==> src/rtl/hash_function_shared_pipe.sv <==
// Two-stage shared-EVA hash: splits a tile-group EVA into local X/Y plus an in-tile
// word address under a run-time stripe size, then offsets X/Y by the tile-group origin.
module hash_function_shared_pipe #(
  parameter int width_p        = 16,
  parameter int tg_x_width_p   = 2,
  parameter int tg_y_width_p   = 2,
  parameter int x_cord_width_p = 7,
  parameter int y_cord_width_p = 7,
  parameter int addr_width_p   = 10,
  parameter int max_hash_p     = 5,
  localparam int hash_width_lp = $clog2(max_hash_p + 1) + 1
) (
  input  logic                      clk_i,
  input  logic                      reset_n_i,
  input  logic                      v_i,
  output logic                      ready_o,
  input  logic [width_p-1:0]        eva_i,
  input  logic [hash_width_lp-1:0]  hash_i,
  input  logic [x_cord_width_p-1:0] tg_origin_x_i,
  input  logic [y_cord_width_p-1:0] tg_origin_y_i,
  output logic                      v_o,
  input  logic                      yumi_i,
  output logic [x_cord_width_p-1:0] x_o,
  output logic [y_cord_width_p-1:0] y_o,
  output logic [addr_width_p-1:0]   addr_o,
  output logic                      err_o,
  output logic [7:0]                err_count_o
);

  localparam int tg_w_lp = tg_x_width_p + tg_y_width_p;
  localparam int hi_w_lp = width_p - tg_w_lp;
  localparam logic [hash_width_lp-1:0] max_hash_lp = hash_width_lp'(max_hash_p);

  // Every legal stripe exponent gets its own constant-sliced field decode.
  logic [tg_x_width_p-1:0] lx_cand   [max_hash_p+1];
  logic [tg_y_width_p-1:0] ly_cand   [max_hash_p+1];
  logic [addr_width_p-1:0] addr_cand [max_hash_p+1];

  genvar gi;
  generate
    for (gi = 0; gi <= max_hash_p; gi++) begin : g_hash
      assign lx_cand[gi] = eva_i[gi +: tg_x_width_p];
      assign ly_cand[gi] = eva_i[gi + tg_x_width_p +: tg_y_width_p];
      if (width_p >= tg_w_lp + addr_width_p) begin : g_trunc
        if (gi == 0) begin : g_nolow
          assign addr_cand[gi] = eva_i[tg_w_lp +: addr_width_p];
        end else begin : g_low
          assign addr_cand[gi] = {eva_i[tg_w_lp + gi +: addr_width_p - gi], eva_i[gi-1:0]};
        end
      end else begin : g_pad
        if (gi == 0) begin : g_nolow
          assign addr_cand[gi] = {{(addr_width_p - hi_w_lp){1'b0}}, eva_i[width_p-1:tg_w_lp]};
        end else begin : g_low
          assign addr_cand[gi] = {{(addr_width_p - hi_w_lp){1'b0}},
                                  eva_i[width_p-1:tg_w_lp + gi], eva_i[gi-1:0]};
        end
      end
    end
  endgenerate

  logic                      hash_err;
  logic                      range_err;
  logic [tg_x_width_p-1:0]   lx_sel;
  logic [tg_y_width_p-1:0]   ly_sel;
  logic [addr_width_p-1:0]   addr_sel;

  // An illegal exponent matches no candidate, so its fields fall through as zero.
  always_comb begin
    hash_err = (hash_i > max_hash_lp);
    lx_sel   = '0;
    ly_sel   = '0;
    addr_sel = '0;
    for (int i = 0; i <= max_hash_p; i++) begin
      if (hash_i == hash_width_lp'(i)) begin
        lx_sel   = lx_cand[i];
        ly_sel   = ly_cand[i];
        addr_sel = addr_cand[i];
      end
    end
  end

  generate
    if (width_p > addr_width_p + tg_w_lp) begin : g_range
      assign range_err = |eva_i[width_p-1:addr_width_p + tg_w_lp];
    end else begin : g_norange
      assign range_err = 1'b0;
    end
  endgenerate

  logic                      s1_v;
  logic                      s1_adv;
  logic                      s1_herr;
  logic                      s1_rerr;
  logic [tg_x_width_p-1:0]   s1_lx;
  logic [tg_y_width_p-1:0]   s1_ly;
  logic [addr_width_p-1:0]   s1_addr;
  logic [x_cord_width_p-1:0] s1_ox;
  logic [y_cord_width_p-1:0] s1_oy;

  assign s1_adv  = ~v_o | yumi_i;
  assign ready_o = ~s1_v | s1_adv;

  always_ff @(posedge clk_i or negedge reset_n_i) begin
    if (!reset_n_i) begin
      s1_v    <= 1'b0;
      s1_herr <= 1'b0;
      s1_rerr <= 1'b0;
      s1_lx   <= '0;
      s1_ly   <= '0;
      s1_addr <= '0;
      s1_ox   <= '0;
      s1_oy   <= '0;
    end else if (ready_o) begin
      s1_v <= v_i;
      if (v_i) begin
        s1_herr <= hash_err;
        s1_rerr <= range_err;
        s1_lx   <= lx_sel;
        s1_ly   <= ly_sel;
        s1_addr <= addr_sel;
        s1_ox   <= tg_origin_x_i;
        s1_oy   <= tg_origin_y_i;
      end
    end
  end

  // One extra bit on each sum exposes the carry that flags a coordinate overflow.
  logic [x_cord_width_p:0] x_sum;
  logic [y_cord_width_p:0] y_sum;

  assign x_sum = {1'b0, s1_ox} + (x_cord_width_p + 1)'(s1_lx);
  assign y_sum = {1'b0, s1_oy} + (y_cord_width_p + 1)'(s1_ly);

  always_ff @(posedge clk_i or negedge reset_n_i) begin
    if (!reset_n_i) begin
      v_o         <= 1'b0;
      x_o         <= '0;
      y_o         <= '0;
      addr_o      <= '0;
      err_o       <= 1'b0;
      err_count_o <= '0;
    end else begin
      if (s1_adv) begin
        v_o <= s1_v;
        if (s1_v) begin
          err_o <= s1_herr | s1_rerr | x_sum[x_cord_width_p] | y_sum[y_cord_width_p];
          if (s1_herr) begin
            x_o    <= '0;
            y_o    <= '0;
            addr_o <= '0;
          end else begin
            x_o    <= x_sum[x_cord_width_p-1:0];
            y_o    <= y_sum[y_cord_width_p-1:0];
            addr_o <= s1_addr;
          end
        end
      end
      if (yumi_i && v_o && err_o && (err_count_o != 8'hFF)) begin
        err_count_o <= err_count_o + 8'd1;
      end
    end
  end

  a_yumi_needs_v: assert property (@(posedge clk_i) disable iff (!reset_n_i) (yumi_i |-> v_o));

endmodule

==> config.mk <==
export PLATFORM = sky130hd
export DESIGN_NAME = hash_function_shared_pipe
export DESIGN_NICKNAME = d
export VERILOG_FILES = /design/src/rtl/hash_function_shared_pipe.sv
export SDC_FILE = /design/constraint.sdc
export NUM_CORES = 1
export LEC_CHECK = 0
export CAP_MARGIN = 30
export CORE_ASPECT_RATIO = 2
export CORE_MARGIN = 2
export CORE_UTILIZATION = 56
export CTS_BUF_LIST = sky130_fd_sc_hd__clkbuf_4
export DETAILED_ROUTE_END_ITERATION = 12
export GPL_TIMING_DRIVEN = 0
export PLACE_DENSITY = 0.86
export SYNTH_ARGS = -nofsm -noshare
export SYNTH_HDL_FRONTEND = slang
export SYNTH_SLANG_ARGS = --single-unit
==> constraint.sdc <==
create_clock -name clk_i -period 3.4 [get_ports clk_i]
set_input_delay 0.68 -clock clk_i [delete_from_list [all_inputs] [get_ports clk_i]]
set_output_delay 0.68 -clock clk_i [all_outputs]
set_load 0.005 [all_outputs]
==> results.toml, run 1 <==
[synthesis]
avgSynthCellArea_um2 = 9.47
synth-xor-area-share_pct = 4.52
synth_compound_area_share_pct = 14.0
synthMuxAreaShare_pct = 2.47
synthAdderAreaFrac_pct = 3.11
syn-num-nets = 393
syn_inst = 348
synth_top_family_by_area = "simple AND/OR/NAND/NOR gates"
syn-cell-area_um2 = 3300
ys_seq_area_share_pct = 49.4
synth_warnings = 0
synth_cell_types = 45
ys_ff_latch = 65
synth_simple_gate_area_share_pct = 21.5

[timing]
hold_ws_ns = 0.271
worst_pin_slew_ns = 0.553
maxSlewHeadroom_pct = 63.1
setup_violations = 0
finClkSkew_ns = 0.0127
setup-tns-final_ns = 0
rsz0062_at_grt = "no"
timing.final.crit_share_pct = 76.2
period_minus_slack_ns = 2.59
maxSlewViolCount = 0
hold_viol = 0
fmax_mhz = 386

[cts]
hold_buffers = 0
cts_tree = "yes"
cts_sinks = 65
htreeDepth = 3
cts_resized = 0
clkTransAtPathRegs_ns = 0.09
clk_latency_ns = 0.39
post_cts_buffers = 0
cts_buffer_depth = 2
cts_buffers = 9
ctsRootBufferMaster = "clkbuf_4"

[power]
p_leak_nw = 1.89
p_per_area_nw_per_um2 = 495
ir_drop_v = 0.000468

[floorplanning]
io_pins = 73
dieArea_um2 = 6550
start_util_pct = 57.7
fp-row-count = 39
fp.dieW_um = 58.2
core_region_area_um2 = 5710
die_y_um = 112

[grt]
grt_max_degree = 43
grt_overflow = 0
grt_pass1_wl_um = 13000
first_global_vias = 2845
antenna_found_initial = 1
grt_usage_pct = 26.6

[placement]
dp.cells = 479
post_dp_cell_area_um2 = 4080
gp_congestion = 0.867
dpl.hpwl_um = 6420
portBuffers = 69

[outcome]
outcome = "finished, final reports clean"

[final_layout]
syn2layout_area_growth_pct = 27.1
nFillCells = 435
final_cell_count_no_fill = 492
nets = 474
final_area_um2 = 4190
final_util_pct = 73.4
drive_gt1_share_pct = 10.0

[flow_run]
max_cap_viol_count = 0

[critical_path]
arrival_ns = 1.91
crit_chain = "clkdlybuf4s50_1 > nand3b_1 > clkdlybuf4s50_1"
cpPeakStageDelay_ns = 0.54
crit_path_end_kind = "output port"
crit_type = "in2out"
path_common_cell = "clkdlybuf4s50_1"
crit_required_ns = 2.72
crit_path_top_delay_cell = "clkdlybuf4s50_1"
worstSetupStartpointType = "input port"
crit_fanout = 4

[detailed_routing]
drt.antenna.violating_nets = 0
drt_iter0_drc = 187
totalWireLength_um = 7770
wl_per_cell_um = 15.8
dr_total_vias = 2751
drtPass1Iterations = 4
via_per_inst = 5.59
drc_errors = 0

[hold_path]
hp-class = "in2async"
==> power by group <==
part           internal (mW)  leakage [nW]  total [mW]  switching [mW]
Clock                  0.215        0.0617       0.444           0.229
Combinational          0.334          1.00       0.601           0.267
Sequential             0.907         0.829        1.03           0.123
==> flip-flops by register name, summed over array words and instances, names as in the netlist <==
name and cells:
s1_ly 2, y_o 7, s1_herr 1, err_count_o 8
addr_o 10, s1_lx 2, v_o 1, s1_ox 7
err_o 1, s1_v 1, x_o 7, s1_addr 10
s1_oy 7, s1_rerr 1
==> Yosys cell counts, drive strengths merged <==
master | n | share of area [%]
nand2 | 88 | 10
dfrtp | 65 | 49
o21ai | 33 | 5.4
buf | 16 | 3.3
nand2b | 16 | 3.3
inv | 12 | 1.4
nand3 | 12 | 1.8
xor2 | 12 | 3.2
a21oi | 11 | 1.9
nor2 | 9 | 1.0
o31ai | 8 | 2.0
mux2i | 7 | 2.1
ha | 5 | 1.9
nand3b | 5 | 1.1
nor3 | 5 | 0.76
xnor2 | 5 | 1.3
a22o | 4 | 1.1
o2bb2ai | 4 | 1.1
or2 | 4 | 0.76
a22oi | 3 | 0.99
clkbuf | 3 | 0.34
nand4 | 3 | 0.57
a21o | 2 | 0.46
a31oi | 2 | 0.38
fa | 2 | 1.2
nor3b | 2 | 0.61
a211oi | 1 | 0.23
and2 | 1 | 0.19
and3 | 1 | 0.19
and4bb | 1 | 0.38
mux2 | 1 | 0.34
nor4 | 1 | 0.38
o211ai | 1 | 0.23
o21a | 1 | 0.23
o22ai | 1 | 0.19
or3b | 1 | 0.34
==> final cells by class <==
class,instances,area (um^2),share of cell area [%]
Antenna cell,1,2.50,0.0597
Buffer,19,121,2.90
Clock buffer,10,75.1,1.79
Clock inverter,2,33.8,0.806
Inverter,12,45.0,1.08
Multi-Input combinational cell,252,1500,35.9
Sequential cell,65,1630,38.8
Tap cell,61,76.3,1.82
Timing Repair Buffer,70,706,16.8
==> path summary, 6_finish.rpt <==
path	slack (ns)	endpoint	depth (start not counted)	startpoint
hold reg to reg	0.48	s1_addr[8]$_DFFE_PN0P_	2	s1_addr[8]$_DFFE_PN0P_
hold / removal	0.27	s1_oy[6]$_DFFE_PN0P_	1	reset_n_i
min in group clk_i	0.48	s1_addr[8]$_DFFE_PN0P_	2	s1_addr[8]$_DFFE_PN0P_
setup / recovery	0.81	ready_o	3	yumi_i
max in group asynchronous	2.51	s1_lx[1]$_DFFE_PN0P_	2	reset_n_i
setup reg to reg	1.70	y_o[6]$_DFFE_PN0P_	6	s1_ly[0]$_DFFE_PN0P_
==> stage by stage <==
step / power (mW) / worst slack (ns)
finish: 2.08 / 0.808
global route: 2.21 / 0.755
CTS: 2.10 / 0.823
detailed placement: 1.65 / 0.834
global placement: 1.61 / -0.313
floorplan: 1.30 / 1.82
==> cell families (layout without fill, tap and decap cells) <==
group / count (synthesis) / count (layout)
adders and majority gates: 7 / 7
AOI/OAI and AO/OA: 71 / 71
buffers and inverters: 31 / 113
muxes: 8 / 8
other: 0 / 1
DFF: 65 / 65
and+or+nand+nor: 149 / 149
xor gates and xnor gates: 17 / 17
==> cells in the final DEF (no fill, tap or decap), drive strengths merged, types with 7 or more instances in the layout <==
master	netlist	layout
nand2	88	88
xor2	12	12
nand3	12	12
buf	16	18
nor2	9	9
inv	12	12
o31ai	8	8
o21ai	33	33
nand2b	16	16
dfrtp	65	65
clkbuf	3	13
clkdlybuf4s50	0	68
mux2i	7	7
a21oi	11	11
==> metal layers <==
| layer | GRT usage (%) | share of wire, % |
|---|---|---|
| met5 | 0 | 0 |
| met2 | 50.5 | 60 |
| met3 | 4.15 | 3.0 |
| met4 | 13.3 | 2.7 |
| met1 | 26.4 | 34 |
==> critical path: cells and delay by family <==
family	cells	cell delay, ns
buffers and inverters	2	1.03
AND/OR/NAND/NOR	1	0.20
Note: power is estimated with default switching activity, not from simulation.
==> inputs of run 2 (changes only) <==
CORE_UTILIZATION = 52   (was 56)
PLACE_DENSITY = 0.81   (was 0.86)
clock period = 2.69 ns   (was 3.4 ns; I/O delays follow)
==> run 2 against run 1 <==
Flip-flop and latch count did not move. Count of clock-buffer cells in the layout rose by 2. Via count rose by 2.3%. Sequential power rose by 26%. Register-to-register slack got worse by 0.71 ns. Cell area rose by 1.9%. Clock power rose by 64%. Hold slack got worse by 0.18 ns. Non-clock buffer count did not move. Combinational power rose by 26%. Total power rose by 34%. Critical endpoint unchanged. Largest cell class unchanged.
==> results.toml, run 2 (same netlist as run 1, synthesis figures left out) <==
[placement]
portBuffers = 69
dp.cells = 504
dpl.hpwl_um = 5910
gp_congestion = 0.805
post_dp_cell_area_um2 = 4110

[floorplanning]
fp-row-count = 41
io_pins = 73
die_y_um = 117
start_util_pct = 53.1
dieArea_um2 = 7030
fp.dieW_um = 60.3
core_region_area_um2 = 6210

[detailed_routing]
drt.antenna.violating_nets = 0
drt_iter0_drc = 159
drtPass1Iterations = 4
wl_per_cell_um = 15.1
via_per_inst = 5.41
totalWireLength_um = 7830
dr_total_vias = 2813
drc_errors = 0

[critical_path]
crit_chain = "clkdlybuf4s50_1 > nand3b_1 > clkdlybuf4s50_1"
crit_path_top_delay_cell = "clkdlybuf4s50_1"
critPathTopFamily = "buffers and inverters"
path_common_cell = "clkdlybuf4s50_1"
cpPeakStageDelay_ns = 0.54
crit_required_ns = 2.15
crit_fanout = 4
crit_type = "in2out"
crit_buf_inv = 2
crit_path_end_kind = "output port"
arrival_ns = 1.79
worstSetupStartpointType = "input port"

[final_layout]
mostFrequentLayoutCell = "nand2_1"
drive_gt1_share_pct = 10.6
syn2layout_area_growth_pct = 29.5
nFillCells = 498
layout_common_cells = "nand2_1, clkdlybuf4s50_1, dfrtp_1, o21ai_0, nand2b_1"
nets = 474
final_area_um2 = 4270
final_cell_count_no_fill = 520
antenna_cells = 0
final_util_pct = 68.7
reg_top3 = "addr_o (10), s1_addr (10), err_count_o (8)"

[timing]
finClkSkew_ns = 0.0142
worst_pin_slew_ns = 0.549
fmax_mhz = 430
hold_viol = 0
rsz0062_at_grt = "no"
period_minus_slack_ns = 2.32
maxSlewHeadroom_pct = 63.4
maxSlewViolCount = 0
hold_ws_ns = 0.0922
timing.final.crit_share_pct = 86.4
setup_violations = 0

[grt]
grt_max_degree = 43
grt_usage_pct = 25.1
grt_pass1_wl_um = 13100
first_global_vias = 2848
antenna_found_initial = 0
grt_overflow = 0

[cts]
cts_resized = 0
cts_buffers = 9
cts_tree = "yes"
htreeDepth = 3
clk_latency_ns = 0.41
cts_sinks = 65
post_cts_buffers = 0
cts_buffer_depth = 2
clkTransAtPathRegs_ns = 0.11
ctsRootBufferMaster = "clkbuf_4"
hold_buffers = 0

[flow_run]
max_cap_viol_count = 0

[power]
ir_drop_v = 0.000560
p_per_area_nw_per_um2 = 654
p_leak_nw = 1.92

[hold_path]
hp-class = "in2async"

[outcome]
outcome = "finished, final reports clean"
==> run 2: cell types whose count changed in the layout (fill, tap and decap cells not counted) <==
| cell | change |
|---|---|
| diode_2 | -1 |
| clkbuf_4 | +2 |
| clkinv_1 | +1 |
| bufinv_16 | +1 |
==> run 2: layout make-up <==
| class | instances | area, um^2 | area share [%] |
|---|---|---|---|
| Inverter | 12 | 45.0 | 1.06 |
| Multi-Input combinational cell | 252 | 1500 | 35.2 |
| Clock inverter | 4 | 67.6 | 1.58 |
| Sequential cell | 65 | 1630 | 38.1 |
| Tap cell | 86 | 108 | 2.52 |
| Clock buffer | 12 | 90.1 | 2.11 |
| Buffer | 19 | 121 | 2.84 |
| Timing Repair Buffer | 70 | 706 | 16.5 |
==> run 2: final timing paths <==
check	start	to	slack [ns]	cells past startpoint
setup reg to reg	s1_oy[0]$_DFFE_PN0P_	y_o[6]$_DFFE_PN0P_	0.99	6
setup / recovery	yumi_i	ready_o	0.37	3
min in group clk_i	hash_i[3]	s1_addr[3]$_DFFE_PN0P_	0.38	2
hold reg to reg	y_o[2]$_DFFE_PN0P_	y_o[2]$_DFFE_PN0P_	0.49	2
max in group asynchronous	reset_n_i	addr_o[7]$_DFFE_PN0P_	1.98	2
hold / removal	reset_n_i	s1_oy[1]$_DFFE_PN0P_	0.09	1
==> run 2: metal layers <==
layer / track usage [%] / wire length, um
met4: 12.0 / 174
met5: 0 / 0
met1: 31.1 / 3060
met2: 40.9 / 4070
met3: 5.43 / 519
==> run 2: power by group <==
group	leakage, nW	total [mW]	internal, mW	switching, mW
logic	1.00	0.760	0.422	0.338
clock network	0.0866	0.730	0.403	0.327
registers	0.829	1.30	1.15	0.152
total	1.92	2.79	1.97	0.817
==> run 2: worst reg2reg max path, cell delays in order, from the launching register on <==
cell and delay, ns:
dfrtp_1 0.38, ha_1 0.18, inv_1 0.06, fa_1 0.44, nor3_1 0.25, xnor2_1 0.09, o31ai_1 0.20
==> run 2: stage by stage <==
stage	power [mW]	setup TNS [ns]	worst slack, ns
after global routing	2.95	0	0.290
after detailed placement	2.08	0	0.371
final	2.79	0	0.366
after floorplan	1.65	0	1.17
after CTS	2.80	0	0.358
after global placement	2.03	-55.66	-0.861
==> inputs of run 3 (changes only) <==
ABC_AREA = 1   (was unset)
PLACE_DENSITY = 0.82   (was 0.81)
SKIP_LAST_GASP = 1   (was unset)
==> run 3 against run 2 <==
Via count rose by 2.8%. Critical endpoint unchanged. Worst setup slack improved by 0.11 ns. Total power fell by 0.41%. Sequential share of layout area rose by 1.5 points. Final cell count rose by 2.1%. Critical path type unchanged. Synthesized cell count rose by 8.9%. Global-route usage rose by 2.0 points.
==> results.toml, run 3 <==
[floorplanning]
fp-row-count = 40
fp.dieW_um = 59.2
dieArea_um2 = 6760
io_pins = 73
die_y_um = 114
start_util_pct = 53.1
core_region_area_um2 = 5960

[grt]
first_global_vias = 3009
grt_max_degree = 40
grt_overflow = 0
antenna_found_initial = 0
grt_usage_pct = 27.1
grt_pass1_wl_um = 13600

[critical_path]
crit_fanout = 3
worstSetupStartpointType = "input port"
crit_path_end_kind = "output port"
critPathTopFamily = "buffers and inverters"
crit_required_ns = 2.15
crit_path_top_delay_cell = "clkdlybuf4s50_1"
r2r_slack_ns = 0.93
arrival_ns = 1.68
cpPeakStageDelay_ns = 0.50
path_common_cell = "clkdlybuf4s50_1"
crit_chain = "clkdlybuf4s50_1 > inv_1 > nand3_2 > clkdlybuf4s50_1"
crit_type = "in2out"
crit_buf_inv = 3

[detailed_routing]
totalWireLength_um = 8100
met3_length_um = 394
drt.antenna.violating_nets = 0
top_layer_used = "met4"
drtPass1Iterations = 4
wl_per_cell_um = 15.3
drc_errors = 0
met1Wirelength_um = 2790
via_per_inst = 5.44
dr_total_vias = 2891
wl_met2_um = 4590
drt_iter0_drc = 134

[synthesis]
yosysTopAreaCell = "dfrtp_1"
ys_ff_latch = 65
ys_top_cells_by_count = "nand2_1, dfrtp_1, o21ai_0"
avgSynthCellArea_um2 = 8.35
synth_warnings = 0
synth_edf_count = 0
syn-cell-area_um2 = 3160
ys_seq_area_share_pct = 51.4
synthArstFlopShare_pct = 100
syn-num-nets = 424
syn_inst = 379
synthTopCellsByArea = "dfrtp_1, nand2_1, o21ai_0"
synth_cell_types = 30
synth-main-ff-cell = "dfrtp_1"
synth_most_common_cell = "nand2_1"
synth_top_area_share_pct = 51.4

[placement]
post_dp_cell_area_um2 = 3980
portBuffers = 72
gp_congestion = 0.874
place_ws_ns = 0.482
dpl.hpwl_um = 6320

[timing]
rsz0062_at_grt = "no"
finClkSkew_ns = 0.0123
setup_violations = 0
hold_viol = 0
timing.final.crit_share_pct = 82.4
worst_pin_slew_ns = 0.654
maxSlewViolCount = 0
setup_slack_ns = 0.473
hold_ws_ns = 0.127
fmax_mhz = 451
period_minus_slack_ns = 2.22
maxSlewHeadroom_pct = 56.4

[cts]
clk_latency_ns = 0.43
cts_buffer_depth = 2
cts_sinks = 65
cts_resized = 0
clkTransAtPathRegs_ns = 0.11
ctsRootBufferMaster = "clkbuf_4"
cts_buffers = 9
cts_tree = "yes"
hold_buffers = 0
post_cts_buffers = 0
htreeDepth = 3

[power]
p_leak_nw = 1.95
ir_drop_v = 0.000317
p_per_area_nw_per_um2 = 676
finalPower_mw = 2.78

[final_layout]
nFillCells = 490
antenna_cells = 0
final_area_um2 = 4110
final_util_pct = 69.0
drive_gt1_share_pct = 7.48
nets = 508
layout_common_cells = "nand2_1, clkdlybuf4s50_1, dfrtp_1, o21ai_0, inv_1"
mostFrequentLayoutCell = "nand2_1"
reg_top3 = "addr_o (10), s1_addr (10), err_count_o (8)"
syn2layout_area_growth_pct = 29.8

[hold_path]
hp-class = "in2async"

[outcome]
outcome = "finished, final reports clean"

[flow_run]
max_cap_viol_count = 0
run 3: cell count changes in the layout (fill, tap and decap cells not counted), sizes merged, moves of 14 or more:
cell    before  now
o21ai       33   47
nand2b      16    0
nand2       88  110
inv         12   43
nand3       12   26
nor2         9   30
run 3: kinds of logic (layout without fill, tap and decap cells):
family / Yosys count / in the layout / share of synthesized area (%)
xor gates and xnor gates: 8 / 8 / 2.21
adders and majority gates: 7 / 7 / 3.24
DFF: 65 / 65 / 51.4
buffers and inverters: 53 / 142 / 7.04
and+or+nand+nor: 179 / 179 / 24.6
AOI/OAI and AO/OA: 67 / 67 / 11.5
run 3: through the flow:
stage	TNS, ns	instances
6_report	0	531
5_1_grt	0	531
4_1_cts	0	531
3_5_place_dp	0	515
3_3_place_gp	-59.08	514
2_1_floorplan	0	379
run 3: area by class of cell:
class	instances	area, um^2	share of cell area (%)
Sequential cell	65	1630	39.6
Multi-Input combinational cell	261	1320	32.0
Timing Repair Buffer	73	736	17.9
Inverter	43	161	3.93
Tap cell	63	78.8	1.92
Clock buffer	9	67.6	1.64
Clock inverter	7	61.3	1.49
Buffer	10	61.3	1.49
run 3: final timing paths:
| check | to | start | cells after the start |
|---|---|---|---|
| min in group clk_i | addr_o[3]$_DFFE_PN0P_ | s1_addr[3]$_DFFE_PN0P_ | 2 |
| min | err_count_o[3]$_DFFE_PN0P_ | reset_n_i | 1 |
| max | ready_o | yumi_i | 4 |
| max in group asynchronous | s1_addr[3]$_DFFE_PN0P_ | reset_n_i | 2 |
| max reg2reg | x_o[6]$_DFFE_PN0P_ | s1_ox[0]$_DFFE_PN0P_ | 8 |
| min reg2reg | addr_o[3]$_DFFE_PN0P_ | s1_addr[3]$_DFFE_PN0P_ | 2 |
run 3: per-layer routing:
layer | up-vias | global-route usage, %
met5 | - | 0
met4 | 0 | 15.3
met3 | 29 | 5.31
met2 | 109 | 49.0
met1 | 1359 | 27.7
li1 | 1394 | -
run 3: worst register-to-register path, stage by stage (launching register included):
cell	delay, ns
dfrtp_1	0.38
ha_1	0.19
inv_1	0.06
fa_1	0.41
inv_1	0.09
nand4_1	0.14
o21ai_0	0.21
nand2_1	0.07
o21ai_0	0.15
run 3: report_power, final:
group	leakage, nW	internal (mW)	switching [mW]	total (mW)
combinational	1.06	0.439	0.389	0.828
clock	0.0644	0.272	0.351	0.623
sequential	0.828	1.17	0.154	1.33
